File: config.mk
export PLATFORM = sky130hd
export DESIGN_NAME = com_loader
export DESIGN_NICKNAME = d
export VERILOG_FILES = /design/src/rtl/com_loader.sv
export SDC_FILE = /design/constraint.sdc
export NUM_CORES = 1
export LEC_CHECK = 0
export BUFFER_PORTS_ARGS = -buffer_cell sky130_fd_sc_hd__buf_2
export CORE_MARGIN = 2
export CORE_UTILIZATION = 55
export DETAILED_ROUTE_END_ITERATION = 8
export GPL_TIMING_DRIVEN = 1
export PLACE_DENSITY = 0.76
export SYNTH_ARGS = -nofsm -noshare
export SYNTH_HDL_FRONTEND = slang
export SYNTH_SLANG_ARGS = --single-unit
File: constraint.sdc
create_clock -name clk1 -period 6.4 [get_ports clk1]
set_input_delay 0.32 -clock clk1 [delete_from_list [all_inputs] [get_ports clk1]]
set_output_delay 0.32 -clock clk1 [all_outputs]
set_load 0.03 [all_outputs]
File: src/rtl/com_loader.sv
// Serial-to-memory loader: parses framed byte streams and drives the processor's
// external-load port while the processor clock is gated.
module com_loader #(
    parameter logic [7:0] SYNC_BYTE = 8'hA5,
    parameter int          TIMEOUT   = 1000000,
    parameter int          TW        = 20
) (
    input  logic        clk1,
    input  logic        RstNot,
    input  logic [7:0]  RxData,
    input  logic        RxValid,
    output logic        ComENNot,
    output logic [15:0] AddFromCom,
    output logic [15:0] DatFromCom,
    output logic        WriteFromCom,
    output logic        Busy,
    output logic        Done,
    output logic        Err
);

    typedef enum logic [2:0] {
        S_IDLE,
        S_ADDR_H,
        S_ADDR_L,
        S_CNT_H,
        S_CNT_L,
        S_DAT_H,
        S_DAT_L,
        S_DONE
    } state_t;

    localparam logic [TW-1:0] T_LAST = TW'(TIMEOUT - 1);

    state_t        state;
    state_t        next_state;
    logic [15:0]   addr;
    logic [15:0]   cnt;
    logic [7:0]    hi;
    logic [TW-1:0] tcnt;

    logic ld_addr_h;
    logic ld_addr_l;
    logic ld_cnt_h;
    logic ld_cnt_l;
    logic ld_hi;
    logic wr_word;
    logic t_clear;
    logic t_tick;
    logic done_set;
    logic err_set;

    always_ff @(posedge clk1 or negedge RstNot) begin
        if (!RstNot) state <= S_IDLE;
        else         state <= next_state;
    end

    always_comb begin
        next_state = state;
        ld_addr_h  = 1'b0;
        ld_addr_l  = 1'b0;
        ld_cnt_h   = 1'b0;
        ld_cnt_l   = 1'b0;
        ld_hi      = 1'b0;
        wr_word    = 1'b0;
        t_clear    = 1'b0;
        t_tick     = 1'b0;
        done_set   = 1'b0;
        err_set    = 1'b0;
        case (state)
            S_IDLE: begin
                t_clear = 1'b1;
                if (RxValid && RxData == SYNC_BYTE) next_state = S_ADDR_H;
            end
            S_DONE: begin
                t_clear    = 1'b1;
                done_set   = 1'b1;
                next_state = S_IDLE;
            end
            default: begin
                if (RxValid) begin
                    t_clear = 1'b1;
                    case (state)
                        S_ADDR_H: begin ld_addr_h = 1'b1; next_state = S_ADDR_L; end
                        S_ADDR_L: begin ld_addr_l = 1'b1; next_state = S_CNT_H;  end
                        S_CNT_H:  begin ld_cnt_h  = 1'b1; next_state = S_CNT_L;  end
                        S_CNT_L: begin
                            ld_cnt_l   = 1'b1;
                            next_state = ({cnt[15:8], RxData} == 16'd0) ? S_DONE : S_DAT_H;
                        end
                        S_DAT_H: begin ld_hi = 1'b1; next_state = S_DAT_L; end
                        S_DAT_L: begin
                            wr_word    = 1'b1;
                            next_state = (cnt == 16'd1) ? S_DONE : S_DAT_H;
                        end
                        default: next_state = S_IDLE;
                    endcase
                end else if (tcnt == T_LAST) begin
                    // Silence ran out mid-frame: drop any half word, release the processor.
                    err_set    = 1'b1;
                    next_state = S_IDLE;
                end else begin
                    t_tick = 1'b1;
                end
            end
        endcase
    end

    always_ff @(posedge clk1 or negedge RstNot) begin
        if (!RstNot) begin
            addr         <= 16'd0;
            cnt          <= 16'd0;
            tcnt         <= '0;
            AddFromCom   <= 16'd0;
            DatFromCom   <= 16'd0;
            WriteFromCom <= 1'b0;
            Done         <= 1'b0;
            Err          <= 1'b0;
        end else begin
            if (ld_addr_h) addr[15:8] <= RxData;
            if (ld_addr_l) addr[7:0]  <= RxData;
            if (ld_cnt_h)  cnt[15:8]  <= RxData;
            if (ld_cnt_l)  cnt[7:0]   <= RxData;
            if (wr_word) begin
                AddFromCom <= addr;
                DatFromCom <= {hi, RxData};
                addr       <= addr + 16'd1;
                cnt        <= cnt - 16'd1;
            end
            if (t_clear)     tcnt <= '0;
            else if (t_tick) tcnt <= tcnt + 1'b1;
            WriteFromCom <= wr_word;
            Done         <= done_set;
            Err          <= err_set;
        end
    end

    always_ff @(posedge clk1) begin
        if (ld_hi) hi <= RxData;
    end

    // The DONE cycle still counts as busy, so release comes one cycle after the last write.
    assign ComENNot = (state == S_IDLE);
    assign Busy     = (state != S_IDLE);

endmodule

# --- Yosys cells after proc, flatten, opt, wreduce, memory -nomap -nowiden ---
# Index checks and enable logic that the tools add are counted.
totals:
  output_inout_bits: 37
  elab_cells: 80
  register_bits: 98
classes:
  n_eq_ne: 11
  mux: 42
  addsub: 3
  reduce_logical: 12
op_table:
  columns: ["operator", "n"]
  rows:
  - ["$mux 20", 2]
  - ["$mux 16", 2]
  - ["$mux 8", 4]
  - ["$mux 1", 27]
  - ["$add 20x1->20 const B", 1]
  - ["$eq 20x20->1 const B", 1]
  - ["$pmux 3 s6", 1]
  - ["$add 16x1->16 const B", 1]
  - ["$eq 16x1->1 const B", 1]
  - ["$logic_not 16->1", 1]
  - ["$sub 16x1->16 const B", 1]
  - ["$eq 3x3->1 const B", 4]
  - ["$reduce_bool 2->1", 5]
  - ["$mux 3", 3]
  - ["$eq 8x8->1 const B", 1]
  - ["$eq 3x2->1 const B", 2]
  - ["$pmux 3 s2", 1]
  - ["$mux 2", 2]
  - ["$reduce_bool 4->1", 1]
  - ["$eq 3x1->1 const B", 1]
  - ["$logic_not 3->1", 1]
  - ["$reduce_bool 3->1", 1]
  - ["$ne 2x1->1 const B", 1]
  - ["$reduce_and 2->1", 1]
  - ["2 further kinds", 2]

# --- Depth between registers and ports, before layout ---
logic_depth:
  depth_word: 6
  mapped_depth: 7

# --- Least setup slack after synthesis ---
# Ideal clock, no wire load.
synth_timing:
  kind: "register -> register"
  startpoint: "register state[2]"
  endpoint: "register tcnt[10]"
  setup_slack_ns: 4.180
  t_arrival_ns: 2.088
  required_time_ns: 6.268
  setup_ns: 0.132
  path_stages_with_launch: 7
  cell_sequence: "dfrtp_1 > clkbuf_1 > nor3_1 > or3_1 > clkbuf_1 > buf_1 > nor2_1"
synth_via:
  elab_chain_cells: 4
synth_rtl:
  columns: ["element", "line", "text"]
  rows:
  - ["start: declaration", "34", "state_t state;"]
  - ["start signal: assignment", "54", "else state <= next_state;"]
  - ["$logic_not 3->1 *", null, null]
  - ["named net ComENNot", "12", "output logic ComENNot,"]
  - ["$reduce_or 2->1 (no source line) *", null, null]
  - ["$mux 1", "69", "case (state)"]
  - ["$mux 20 or $reduce_bool 2->1 (tied branches)", null, null]
  - ["end signal: assignment", "130", "else if (t_tick) tcnt <= tcnt + 1'b1;"]
  - ["end: declaration", "39", "logic [TW-1:0] tcnt;"]
# The timed path passes the listed nets; every way through them passes the cells marked *.
# A chain may end at the register's enable or synchronous reset.

# --- Worst setup path in the final report ---
layout_timing:
  startpoint: "register state[2]"
  endpoint: "register cnt[10]"
layout_via:
  elab_chain_cells: 5
layout_rtl:
  columns: ["element", "line", "text"]
  rows:
  - ["$eq 3x3->1 or $eq 3x2->1 (tied branches)", "82", "case (state)"]
  - ["$mux 1", "82", null]
  - ["$mux 1", "80", "if (RxValid) begin"]
  - ["$mux 1", "69", null]
  - ["$mux 16 or $reduce_bool 2->1 (tied branches)", null, null]
  - ["end signal: assignment", "121", "if (ld_cnt_h) cnt[15:8] <= RxData;"]
  - ["end signal: assignment", "127", "cnt <= cnt - 16'd1;"]
  - ["end: declaration", "37", "logic [15:0] cnt;"]
# Parallel ways exist; a longest one is shown, timed or not.

==> impl_metrics.yaml <==
timing:
  relSlewSlack: 0.323
  tns_ns: 0
  post-route-period-util: 0.413
  tightest_slew_ns: 1.01
  layout_min_cycle_time_ns: 2.64
  drv_slew: 0
  finalSetupViolCount: 0
  hold_viol: 0
  rsz0062_at_grt: "no"
  clock.fmax_mhz: 378
  fin_skew_ns: 0.0106
logic_synthesis:
  yosysUniqueCellTypes: 59
  synth_enable_flop_cells: 8
  synth_xor_area_frac: 0.0129
  synth.area.mux_share: 0.0129
  synth_top_flop_cell: "dfrtp_1"
  syn_inst: 520
  syn_nets: 535
  synth_area_per_cell_sq_um: 9.16
  synth_warnings: 0
  ys_ff_latch: 98
  synthAdderAreaFrac: 0.0105
  synth_async_sr_flop_share: 0.918
  synthSimpleGateAreaFrac: 0.259
  yosysSeqAreaShare: 0.524
  synth_compound_area_frac: 0.152
  syn-cell-area_sq_um: 4760
  synth_top_family_by_area: "simple AND/OR/NAND/NOR gates"
final_layout:
  final_cell_mix: "nand2_1, dfrtp_1, buf_2, o21ai_0, nor2_1"
  nFillCells: 703
  layout_commonest_cell: "nand2_1"
  drive_gt1_frac: 0.131
  final_cell_area_sq_um: 5230
  antenna-diode-count: 0
  multi_input_area_sq_um: 2130
  fin_nets: 569
  ff_latch_area_sq_um: 2490
  syn_to_final_growth_pct: 9.93
power:
  p_leak_nw: 2.37
  power_per_cell_area_nw_per_um2: 401
  ir_drop_v: 0.000178
worst_setup_path:
  cp.required_ns: 6.66
  rr_worst_depth: 5
  cpMaxStageDelayCell: "dfrtp_1"
  critPathKind: "reg -> reg"
  arrival_ns: 2.90
  endpoint_kind: "flop"
  r2r-start: "state[2]$_DFFE_PN0P_"
  timing.critical_path.from: "state[2]$_DFFE_PN0P_"
  slowest_delay_ns: 0.84
  cp_max_fo: 57
  endpoint: "cnt[10]$_DFFE_PN0P_"
  reg2reg_slack_ns: 3.76
  worstPathCellList: "nand4b_1, buf_4, or3_1, o311a_1, a211o_1"
  cp-start-kind: "flop"
  r2r-end: "cnt[10]$_DFFE_PN0P_"
detailed_routing:
  wl_met2_um: 4910
  drt-vias-per-instance: 6.02
  wl_per_cell_um: 16.1
  ant_nets: 0
  wirelength_um: 10700
  drc: 0
  drt-met1-wl_um: 4980
  highest_layer: "met4"
  drt-pass1-iter-count: 5
  drt_iter0_drc: 262
  vias: 3995
  wl_met3_um: 669
floorplanning:
  chipHeight_um: 97.0
  rows: 33
  io_pins: 48
  start_util: 0.574
  die-area_sq_um: 9420
  coreArea_sq_um: 8300
  fp.dieW_um: 97.0
cts:
  htreeDepth: 3
  clock_latency_ns: 0.37
  cts.repair.resized: 0
  cts-buffers-inserted: 9
  cts-root-buf: "clkbuf_8"
  clk_pin_slew_ns: 0.09
  cts_max_path_buffers: 2
  clkSinkCount: 98
  cts_tree: "yes"
worst_hold_path:
  hold_path.class: "in -> reg"
placed_design:
  numPortBuffers: 47
  gp_congestion: 0.833
  placed_area_sq_um: 5050
  hpwl_um: 7180
global_routing:
  overflow: 0
  first_global_vias: 3714
  grt_usage: 0.234
  antenna_found_initial: 0
  grt_max_degree: 58
  grt_first_pass_wirelength_um: 18100
status:
  status: "finished, final reports clean"
job:
  drv_cap: 0
## flip-flops by register name, summed over array words and instances, names as in the netlist
name and cells:
tcnt 20, Done 1, DatFromCom 16, hi 8
AddFromCom 16, state 3, WriteFromCom 1, Err 1
cnt 16, addr 16
## where the power goes
part / internal (mW) / switching [mW] / leakage, nW / total [mW]
sequential: 0.811 / 0.209 / 1.24 / 1.02
combinational: 0.248 / 0.465 / 1.04 / 0.713
clock: 0.152 / 0.215 / 0.0906 / 0.367
## final cells by class
class                      instances  area share
multi-input combinational        385       0.407
tap                              105      0.0251
inverter                           9     0.00645
clock buffer                      10      0.0263
timing repair buffer              51      0.0516
clock inverter                     6     0.00765
sequential                        98       0.476
## what timing repair did
action	in CTS	in global routing
buffers inserted	0	0
hold endpoints to repair	40	0
hold buffers	1	0
## worst max-delay path: cells and delay by family (launching register included)
| kind | cells | cell delay [ns] |
|---|---|---|
| simple gates | 2 | 0.72 |
| buf+inv | 1 | 0.35 |
| flops | 1 | 0.84 |
| compound gates | 2 | 0.56 |
## metrics by stage
stage / util / setup slack, ns / hold WS, ns / power [mW] / instances
4_1_cts: 0.631 / 3.81 / 0.227 / 2.10 / 664
5_1_grt: 0.631 / 3.48 / 0.233 / 2.24 / 664
6_report: 0.631 / 3.76 / 0.234 / 2.10 / 664
3_3_place_gp: 0.608 / 3.93 / 0.337 / 1.71 / 647
2_1_floorplan: - / 4.18 / 0.0244 / 1.52 / 520
3_5_place_dp: 0.608 / 3.82 / 0.347 / 1.74 / 647
## worst min-delay path by stage
stage	cells past startpoint	end	slack, ns	from
6_report	3	DatFromCom[1]$_DFFE_PN0P_	0.23	RxData[1]
5_1_grt	1	hi[1]$_DFFE_PP_	0.23	RxData[1]
4_1_cts	3	DatFromCom[1]$_DFFE_PN0P_	0.23	RxData[1]
3_5_place_dp	1	AddFromCom[13]$_DFFE_PN0P_	0.35	RstNot
3_3_place_gp	1	AddFromCom[13]$_DFFE_PN0P_	0.34	RstNot
2_1_floorplan	0	AddFromCom[0]$_DFFE_PN0P_	0.02	RstNot
## cells in the mapped netlist (3+ instances only)
library cell	count	area share
o22ai_1	8	0.011
or3_1	6	0.0079
nor2_1	28	0.022
nand4_1	9	0.012
dfrtp_1	90	0.47
clkbuf_1	22	0.017
a311oi_1	3	0.0055
xnor2_1	5	0.0092
nand2b_1	5	0.0066
a211oi_1	6	0.0095
nor4_1	11	0.014
a21oi_1	25	0.026
a31oi_1	6	0.0079
and3_1	7	0.0092
nor3b_1	3	0.0047
o211ai_1	4	0.0063
a21boi_0	3	0.0047
ha_1	4	0.011
buf_1	5	0.0039
nand4b_1	3	0.0055
nand2_1	126	0.099
o21ai_0	31	0.033
inv_1	8	0.0063
o31ai_1	4	0.0063
nand3_1	18	0.019
edfxtp_1	8	0.050
nor3_1	12	0.013
mux2i_1	5	0.011
o22a_1	4	0.0074
or4_1	11	0.017
and4_1	3	0.0055
## kinds of logic after synthesis
logic type | after synthesis
AND/OR/NAND/NOR | 255
AO/OA/AOI/OAI | 113
flip-flops | 98
buffers and inverters | 37
XOR/XNOR | 7
multiplexers | 6
adder cells (fa/ha/maj) | 4
## layer usage
| metal | GRT usage | vias to the layer above |
|---|---|---|
| li1 | - | 1954 |
| met4 | 0.0802 | 0 |
| met5 | 0 | - |
| met1 | 0.342 | 1890 |
| met2 | 0.361 | 137 |
| met3 | 0.0347 | 14 |
(Power assumes the default switching activity.)
